`config.mk`:
```
export PLATFORM = sky130hd
export DESIGN_NAME = bin2bcd_seq
export DESIGN_NICKNAME = d
export VERILOG_FILES = /design/src/rtl/bin2bcd_seq.sv
export SDC_FILE = /design/constraint.sdc
export NUM_CORES = 1
export LEC_CHECK = 0
export BUFFER_PORTS_ARGS = -buffer_cell sky130_fd_sc_hd__buf_2
export CAP_MARGIN = 0
export CORE_MARGIN = 10
export CORE_UTILIZATION = 45
export CTS_CLUSTER_SIZE = 25
export DETAILED_ROUTE_END_ITERATION = 6
export PLACE_DENSITY = 0.7
export SLEW_MARGIN = 20
export SYNTH_ARGS = -nofsm -noshare
export SYNTH_HDL_FRONTEND = slang
export SYNTH_SLANG_ARGS = --single-unit
```
`constraint.sdc`:
```
create_clock -name clk -period 1.6 [get_ports clk]
set_clock_uncertainty 0.15 [all_clocks]
set_input_delay 0.48 -clock clk [delete_from_list [all_inputs] [get_ports clk]]
set_output_delay 0.48 -clock clk [all_outputs]
set_load 0.05 [all_outputs]
```
`src/rtl/bin2bcd_seq.sv`:
```
// bin2bcd_seq: sequential binary-to-BCD converter (shift-and-add-3 / double dabble).
// One binary bit is consumed per clock, so a conversion takes BIN_W cycles.
// The result saturates to all nines when the input does not fit in DIGITS digits.
//
// Parameters:
//   BIN_W   width of the binary input
//   DIGITS  number of BCD digits produced
//
// Ports:
//   clk       system clock, rising edge
//   rst_n     asynchronous active-low reset
//   start     conversion request, sampled only while idle
//   bin_in    binary value, latched when start is accepted
//   busy      high while a conversion is running
//   done      one-cycle pulse when bcd_out/overflow update
//   bcd_out   packed BCD result, digit 0 (units) in bits [3:0]
//   overflow  last converted value was >= 10^DIGITS
//   blank     leading-zero blank flags (only with LEADING_ZERO_BLANK_EN)
//
// Optional build macro: LEADING_ZERO_BLANK_EN adds the blank port and its logic.
module bin2bcd_seq #(
  parameter int BIN_W  = 14,
  parameter int DIGITS = 4
) (
  input  logic                  clk,
  input  logic                  rst_n,
  input  logic                  start,
  input  logic [BIN_W-1:0]      bin_in,
  output logic                  busy,
  output logic                  done,
  output logic [4*DIGITS-1:0]   bcd_out,
  output logic                  overflow
`ifdef LEADING_ZERO_BLANK_EN
  ,
  output logic [DIGITS-1:0]     blank
`endif
);

  localparam int CNT_W = $clog2(BIN_W + 1);

  typedef enum logic {IDLE, SHIFT} state_t;

  state_t                state, state_nxt;
  logic [BIN_W-1:0]      shreg;
  logic [4*DIGITS-1:0]   scratch;
  logic [CNT_W-1:0]      cnt;
  logic                  ovf_sticky;

  logic [4*DIGITS-1:0]   adj;
  logic [4*DIGITS-1:0]   scratch_sh;
  logic [BIN_W-1:0]      shreg_sh;
  logic                  msb_out;
  logic                  ovf_nxt;
  logic                  load;
  logic                  finish;

  // Add 3 to every digit >= 5; digits are independent, no carry between them.
  function automatic logic [4*DIGITS-1:0] add3_digits(input logic [4*DIGITS-1:0] s);
    logic [4*DIGITS-1:0] r;
    r = s;
    for (int i = 0; i < DIGITS; i++) begin
      if (s[4*i +: 4] >= 4'd5)
        r[4*i +: 4] = s[4*i +: 4] + 4'd3;
    end
    return r;
  endfunction

  // Saturated result: every digit forced to 9.
  function automatic logic [4*DIGITS-1:0] sat_nines();
    logic [4*DIGITS-1:0] r;
    for (int i = 0; i < DIGITS; i++)
      r[4*i +: 4] = 4'd9;
    return r;
  endfunction

`ifdef LEADING_ZERO_BLANK_EN
  // blank[i] set when digit i and all higher digits are zero; units never blanked.
  function automatic logic [DIGITS-1:0] lz_blank(input logic [4*DIGITS-1:0] d);
    logic [DIGITS-1:0] b;
    logic              allz;
    b    = '0;
    allz = 1'b1;
    for (int i = DIGITS - 1; i >= 1; i--) begin
      allz = allz & (d[4*i +: 4] == 4'd0);
      b[i] = allz;
    end
    return b;
  endfunction
`endif

  // One double-dabble step: adjust, then shift {scratch, shreg} left by one.
  // The bit leaving the top digit means the running value reached 10^DIGITS.
  always_comb begin
    adj                   = add3_digits(scratch);
    {msb_out, scratch_sh} = {adj, shreg[BIN_W-1]};
    shreg_sh              = shreg << 1;
    ovf_nxt               = ovf_sticky | msb_out;
  end

  always_ff @(posedge clk or negedge rst_n) begin
    if (!rst_n)
      state <= IDLE;
    else
      state <= state_nxt;
  end

  always_comb begin
    state_nxt = state;
    load      = 1'b0;
    finish    = 1'b0;
    case (state)
      IDLE: begin
        if (start) begin
          state_nxt = SHIFT;
          load      = 1'b1;
        end
      end
      SHIFT: begin
        // Counter at 1 means this edge performs the final shift.
        if (cnt == CNT_W'(1)) begin
          state_nxt = IDLE;
          finish    = 1'b1;
        end
      end
      default: state_nxt = IDLE;
    endcase
  end

  assign busy = (state == SHIFT);

  always_ff @(posedge clk or negedge rst_n) begin
    if (!rst_n) begin
      shreg      <= '0;
      scratch    <= '0;
      cnt        <= '0;
      ovf_sticky <= 1'b0;
      done       <= 1'b0;
      bcd_out    <= '0;
      overflow   <= 1'b0;
`ifdef LEADING_ZERO_BLANK_EN
      blank      <= '0;
`endif
    end else begin
      done <= finish;
      if (load) begin
        shreg      <= bin_in;
        scratch    <= '0;
        ovf_sticky <= 1'b0;
        cnt        <= CNT_W'(BIN_W);
      end else if (state == SHIFT) begin
        shreg      <= shreg_sh;
        scratch    <= scratch_sh;
        ovf_sticky <= ovf_nxt;
        cnt        <= cnt - CNT_W'(1);
      end
      if (finish) begin
        bcd_out  <= ovf_nxt ? sat_nines() : scratch_sh;
        overflow <= ovf_nxt;
`ifdef LEADING_ZERO_BLANK_EN
        blank    <= ovf_nxt ? '0 : lz_blank(scratch_sh);
`endif
      end
    end
  end

endmodule
```
# After elaboration in Yosys (flattened, before gate mapping)
# Index checks and enable logic that the tools add are counted.
[totals]
out_inout_bits = 19
register_bits = 54
elab_cells = 40
input_bits = 17
[classes]
n_lt_le_gt_ge = 4
n_reduce_logical = 1
add_sub_neg = 5
bitwise = 2
mux = 19
eq_ne = 1
[op_table]
columns = ["operator", "count"]
rows = [
  ["two-way mux 16 bit", 3],
  ["two-way mux 14 bit", 2],
  ["two-way mux 4 bit", 6],
  ["adder 4 x 2 -> 4 bit, second input constant", 4],
  ["greater-or-equal comparator 4 x 3 -> 1 bit, second input constant", 4],
  ["two-way mux 1 bit", 7],
  ["== test 4 x 1 -> 1 bit, second input constant", 1],
  ["subtractor 4 x 1 -> 4 bit, second input constant", 1],
  ["case mux 1 bit (2 select lines)", 1],
  ["nonzero test 2 bit", 1],
  ["inverter 1 bit", 1],
  ["bitwise OR 1 bit", 1],
]

# Logic depth before layout (Yosys ltp)
# Gate-level depths: netlist of the first run.
[logic_depth]
ltp_word = 5
ltp_mapped = 7
mapped_depth_nobuf = 6

# Worst setup path before layout of the first run
# Ideal clock, no wire load.
[synth_timing]
path_kind = "register to register"
startpoint = "reg scratch[0]"
endpoint = "reg bcd_out[2]"
t_arrival_ns = 1.485
setup_time_ns = 0.095
required_time_ns = 1.355
path_buffers = 0
path_stages_with_launch = 7
setup_slack_ns = -0.130
synth_period_minus_slack_ns = 1.730
path_cell_list = "dfrtp_1 > inv_1 > ha_1 > nand2b_1 > a21oi_1 > mux2_2 > o31ai_1"
[synth_between]
elab_chain_cells = 3
elab_cells_between_ends = 4
classes_between = "add/sub: 1; order compare: 1; mux: 2"
[synth_lines]
columns = ["item", "line", "rtl"]
rows = [
  ["start, declared", "45", "logic [4*DIGITS-1:0] scratch;"],
  ["start signal, assigned", "152", "scratch <= scratch_sh;"],
  ["adder 4 x 2 -> 4 bit or greater-or-equal comparator 4 x 3 -> 1 bit (tied branches)", "63, 62", ""],
  ["two-way mux 4 bit (*)", "62", "if (s[4*i +: 4] >= 4'd5)"],
  ["two-way mux 16 bit (*)", "157", "bcd_out <= ovf_nxt ? sat_nines() : scratch_sh;"],
  ["end signal, assigned", "157", ""],
  ["end, declared", "31", "output logic [4*DIGITS-1:0] bcd_out,"],
]
# Mark *: on every way between the ends. The rest lies on a longest branch, timed or not.
# A chain may end at the register's enable or synchronous reset.

# Worst setup path in the final report of the first run
[layout_timing]
startpoint = "reg scratch[13]"
endpoint = "reg bcd_out[12]"
[layout_between]
elab_chain_cells = 4
elab_cells_between_ends = 5
classes_between = "add/sub: 1; order compare: 1; mux: 2; bitwise: 1"
[layout_lines]
columns = ["item", "line", "rtl"]
rows = [
  ["adder 4 x 2 -> 4 bit or greater-or-equal comparator 4 x 3 -> 1 bit (tied branches)", "63, 62", ""],
  ["two-way mux 4 bit (*)", "62", ""],
  ["bitwise OR 1 bit (*)", "97", "ovf_nxt = ovf_sticky | msb_out;"],
  ["two-way mux 16 bit (*)", "157", ""],
]
# Marked as above.

==> results.py, run 1 <==
metrics = {
    "clocking": {
        "cts-root-buf": "clkbuf_8",
        "max-clock-path-buffers": 2,
        "cts_tree": "built",
        "path_clk_slew_ns": 0.09,
        "clk_latency_ns": 0.31,
        "cts_buffers": 5,
        "clock-sinks": 54,
        "htree_levels": 2,
    },
    "placed_design": {
        "port_buffers": 35,
        "place_congestion": 0.856,
        "place_area_sq_mm": 0.00320,
        "dp_hpwl_um": 4500,
        "placedCellCount": 379,
    },
    "yosys": {
        "synth_top_area_share_pct": 51.5,
        "synthTopCellsByArea": "dfrtp_1, mux2i_1, nand2_1, ha_1, o21ai_0",
        "ys_warn_count": 0,
        "ys.flop_type": "dfrtp_1",
        "ys_seq_elements": 54,
        "syn-cell-area_sq_mm": 0.00263,
        "synth_most_common_cell": "dfrtp_1",
        "synth_top_area_cell": "dfrtp_1",
        "synthDistinctLibCells": 28,
        "synth_edf_count": 0,
        "syn_area_per_cell_sq_um": 10.5,
        "yosys-top-cells-count": "dfrtp_1, nand2_1, mux2i_1",
        "synthArstFlopShare_pct": 100,
        "syn_inst": 251,
        "ys_seq_area_share_pct": 51.5,
        "synthesis.nets": 278,
    },
    "critical_path": {
        "worstSetupStartpointType": "register",
        "critPathRequiredTime_ns": 1.69,
        "cp_max_fo": 10,
        "critPathKind": "register to register",
        "cp-end-kind": "register",
        "worstRegToRegCells": 6,
        "crit_arrival_ns": 1.83,
    },
    "grt": {
        "antenna_found_initial": 0,
        "grt.total_usage_pct": 14.2,
        "grt_overflow": 0,
        "grtUsageMet1_pct": 17.3,
        "grt_pass1_vias": 2084,
        "globalRoute.busiestLayer": "met2",
        "grt_max_degree": 19,
        "grt_pass1_wl_um": 10200,
        "met3_usage_pct": 2.93,
        "use_met2_pct": 24.3,
    },
    "drt": {
        "drt_first_iter_violations": 119,
        "wl_per_cell_um": 15.7,
        "vias_per_cell": 5.15,
        "vias": 2044,
        "drcViolationCount": 0,
        "postRouteAntennaNets": 0,
        "dr.pass1.iters": 4,
        "wl_um": 6230,
    },
    "die": {
        "rows": 27,
        "die_w_um": 96.4,
        "die-area_sq_mm": 0.00929,
        "io-pin-count": 36,
        "start_util_pct": 47.1,
        "fp.dieH_um": 96.4,
        "core_sq_mm": 0.00557,
    },
    "sta": {
        "max_slew_margin_pct": 78.1,
        "rsz0062_at_grt": "true",
        "post-route-period-util_pct": 109,
        "period_minus_slack_ns": 1.74,
        "fin_ws_ns": -0.143,
        "report.final.hold_viol_count": 0,
        "slew_violations": 0,
        "max_freq_mhz": 574,
        "max_slew.worst_pin.slew_ns": 0.328,
        "setup_viol": 19,
    },
    "status": {
        "violations": "negative setup slack",
        "status": "finished, violations left",
    },
    "final_layout": {
        "layout-area-overhead-vs-synth_pct": 38.5,
        "fin_area_sq_mm": 0.00364,
        "drive_above_1_share_pct": 42.2,
        "nNetsFinal": 351,
        "fin_cells": 397,
        "antenna_cells": 0,
    },
    "pwr": {
        "p_per_area_mw_per_mm2": 2180,
        "p_leak_nw": 1.73,
        "vdd_drop_max_mv": 1.29,
    },
    "worst_hold_path": {
        "whs_path_depth": 3,
        "hp-class": "primary input to register",
    },
    "job": {
        "maxCapViolations": 0,
    },
}
## layout by cell type (no fill, tap or decap), drive strengths merged
cell / synthesis / final
clkbuf: 4 / 13
a31oi: 7 / 7
bufinv: 0 / 1
xnor2: 6 / 6
nand2b: 4 / 4
and2b: 1 / 1
nor3: 4 / 4
nor3b: 7 / 7
clkinv: 1 / 3
nand3: 1 / 1
nand2: 38 / 38
o31ai: 10 / 10
a21oi: 17 / 17
dlygate4sd3: 0 / 1
nor2: 14 / 14
mux2i: 29 / 29
ha: 10 / 10
buf: 9 / 70
o31a: 1 / 1
dfrtp: 54 / 54
o21ai: 18 / 18
inv: 11 / 11
mux2: 5 / 5
## per-layer routing
metal | up-vias | share of wire (%)
met5 | - | 0
met4 | 0 | 1.6
met3 | 9 | 3.7
met2 | 26 | 52
met1 | 1003 | 43
li1 | 1006 | -
## critical path, cell delays in order, from the launching register on
cell and delay (ns):
dfrtp_1 0.41, inv_2 0.12, ha_4 0.15, and2b_1 0.22, o31a_1 0.28, buf_12 0.15
a31oi_2 0.17
## cell families (layout without fill, tap and decap cells)
family / count (synthesis) / count (layout) / share of synthesized area [%]
xor+xnor: 6 / 6 / 2.00
compound gates: 53 / 53 / 12.3
buf+inv: 25 / 99 / 4.43
fa+ha+maj: 10 / 10 / 4.77
flops: 54 / 54 / 51.5
simple gates: 69 / 69 / 11.6
mux: 34 / 34 / 13.3
## sequential cells by signal (all words and copies together) (netlist names)
name / count
bcd_out: 16
scratch: 16
shreg: 14
cnt: 4
busy: 1
done: 1
overflow: 1
ovf_sticky: 1
## area by class of cell
type	count	area (sq um)
inverters	12	45.0
clock inverters	3	40.0
multi-input cells	172	1450
clock buffers	5	68.8
well taps	72	90.1
fillers	441	1940
repair buffers	79	586
flip-flops and latches	54	1360
## through the flow
| stage | worst slack [ns] | power, mW | hold slack (ns) | utilization (%) | setup TNS, ns |
|---|---|---|---|---|---|
| floorplan | -0.0310 | 5.04 | 0.0344 | - | -0.244 |
| finish | -0.143 | 7.91 | 0.266 | 65.2 | -1.55 |
| detailed placement | -0.167 | 6.19 | 0.242 | 57.5 | -1.91 |
| global route | -0.206 | 8.49 | 0.301 | 65.2 | -2.91 |
| CTS | -0.100 | 7.47 | 0.258 | 62.3 | -0.947 |
| global placement | -0.0813 | 6.07 | 0.248 | 57.5 | -0.854 |
## power by group
group          leakage (nW)  switching, mW  internal, mW
clock network        0.0579          0.449         0.461
logic                  1.01           2.40          2.17
registers             0.665          0.511          1.92
## worst paths after layout
check	from	end	slack, ns
setup / recovery	scratch[13]	bcd_out[12]	-0.14
hold / removal	bin_in[0]	shreg[0]	0.27
setup reg to reg	scratch[13]	bcd_out[12]	-0.14
max in group asynchronous	rst_n	scratch[14]	0.34
hold reg to reg	shreg[3]	shreg[4]	0.34
min in group asynchronous	rst_n	bcd_out[4]	0.44
## repair_timing
item / CTS / global route
gates resized for setup: 20 / 30
hold buffers: 1 / 0
pin swaps: 10 / 7
buffers inserted: 6 / 4
setup endpoints to repair: 31 / 35
endpoints found under the hold margin: 10 / 0
Power figures use the tool's default switching activity.
==> run 2: changes to the inputs <==
- BUFFER_PORTS_ARGS: -buffer_cell sky130_fd_sc_hd__buf_2 -> not set
- DONT_BUFFER_PORTS: not set -> 1
- GPL_ROUTABILITY_DRIVEN: not set -> 0
- PLACE_DENSITY: 0.7 -> 0.65
==> run 2 against run 1 <==
The run ends with negative hold slack, negative setup slack left. Core utilization fell by 5.2 points. Via count is 9.2% lower. Final area down 8.0%. Count of clock-buffer cells in the layout rose by 2. Wire length down 5.3%. Non-clock buffer count shrank 41. Fmax rose by 4.7%. Worst setup slack improved by 0.078 ns. Sequential power grew 24%. Combinational power down 19%. Total power is 6.2% lower. Largest power group unchanged.
==> results.py, run 2 (synthesis results as in run 1) <==
metrics = {
    "status": {
        "status": "finished, violations left",
        "violations": "negative hold slack, negative setup slack",
    },
    "sta": {
        "fin_ws_ns": -0.0653,
        "post-route-period-util_pct": 104,
        "max_freq_mhz": 601,
        "setup_viol": 21,
        "rsz0062_at_grt": "true",
        "slew_violations": 0,
        "max_slew.worst_pin.slew_ns": 0.517,
        "hold_slack_ns": -0.287,
        "max_slew_margin_pct": 65.5,
        "period_minus_slack_ns": 1.67,
        "finalSetupTns_ns": -0.948,
        "report.final.hold_viol_count": 54,
    },
    "critical_path": {
        "cp-end-kind": "register",
        "cp_max_fo": 4,
        "critPathRequiredTime_ns": 1.64,
        "worstSetupStartpointType": "register",
        "worstRegToRegCells": 6,
        "critPathKind": "register to register",
        "crit_arrival_ns": 1.70,
    },
    "die": {
        "fp.dieH_um": 96.4,
        "rows": 27,
        "start_util_pct": 47.1,
        "core_sq_mm": 0.00557,
        "die_w_um": 96.4,
        "die-area_sq_mm": 0.00929,
        "io-pin-count": 36,
    },
    "placed_design": {
        "dp_hpwl_um": 3970,
        "place_ws_ns": -0.145,
        "port_buffers": 0,
        "place_area_sq_mm": 0.00302,
        "placedCellCount": 341,
    },
    "final_layout": {
        "layout_common_cells": "nand2_1, dfrtp_1, buf_4",
        "reg_top3": "bcd_out: 16 flops, scratch: 16 flops, shreg: 14 flops",
        "fin_cells": 355,
        "utilization_pct": 60.0,
        "drive_above_1_share_pct": 38.2,
        "fillers": 465,
        "antenna_cells": 0,
        "fin_area_sq_mm": 0.00335,
        "nNetsFinal": 310,
        "layout-area-overhead-vs-synth_pct": 27.5,
    },
    "clocking": {
        "clock-sinks": 54,
        "cts_tree": "built",
        "htree_levels": 2,
        "cts-root-buf": "clkbuf_8",
        "clk_latency_ns": 0.30,
        "path_clk_slew_ns": 0.09,
        "max-clock-path-buffers": 2,
        "cts_buffers": 5,
    },
    "pwr": {
        "vdd_drop_max_mv": 1.20,
        "finalPower_mw": 7.42,
        "p_leak_nw": 1.52,
        "p_per_area_mw_per_mm2": 2220,
    },
    "job": {
        "maxCapViolations": 0,
    },
    "drt": {
        "vias_per_cell": 5.23,
        "drt_first_iter_violations": 121,
        "postRouteAntennaNets": 0,
        "dr.pass1.iters": 4,
        "wl_um": 5900,
        "drcViolationCount": 0,
        "wl_per_cell_um": 16.6,
        "vias": 1855,
    },
    "grt": {
        "antenna_found_initial": 0,
        "grt_pass1_vias": 1877,
        "grt_max_degree": 55,
        "grt_pass1_wl_um": 9470,
        "grt.total_usage_pct": 13.1,
        "grt_overflow": 0,
    },
    "worst_hold_path": {
        "hp-class": "primary input to async pin",
    },
}
run 2: area by class of cell:
cell class	instances	area (sq um)	area share (%)
Clock buffer	7	76.3	2.28
Inverter	12	45.0	1.35
Multi-Input combinational cell	172	1450	43.3
Sequential cell	54	1370	41.0
Tap cell	72	90.1	2.69
Timing Repair Buffer	38	313	9.35
run 2: path summary, 6_finish.rpt:
check | startpoint | endpoint | slack (ns)
max in group asynchronous | rst_n | bcd_out[8] | 1.48
min reg2reg | shreg[4] | shreg[5] | 0.34
max | scratch[13] | bcd_out[6] | -0.07
min in group clk | start | scratch[0] | 0.12
min | rst_n | scratch[9] | -0.29
max reg2reg | scratch[13] | bcd_out[6] | -0.07
run 2: what timing repair did:
item	4_1_cts	5_1_grt
hold endpoints to repair	54	54
gates resized for setup	20	26
buffers inserted	5	3
pin swaps	15	4
setup endpoints to repair	30	40
run 2: power by group:
group          leakage [nW]  internal (mW)  switching (mW)
clock network        0.0383          0.303           0.432
logic                 0.828           1.93            1.75
registers             0.650           1.94            1.07
run 2: critical path, cell delays in order, from the launching register on:
cell     delay (ns)
dfrtp_1        0.40
inv_2          0.12
ha_4           0.14
and2b_2        0.23
o31ai_4        0.26
buf_6          0.18
o31ai_2        0.08
run 2: routing by layer:
| metal | track usage, % | wire [um] | up-vias |
|---|---|---|---|
| met5 | 0 | 0 | - |
| met2 | 21.6 | 3030 | 25 |
| met3 | 4.09 | 277 | 8 |
| met4 | 3.63 | 94 | 0 |
| li1 | - | - | 923 |
| met1 | 16.2 | 2500 | 899 |
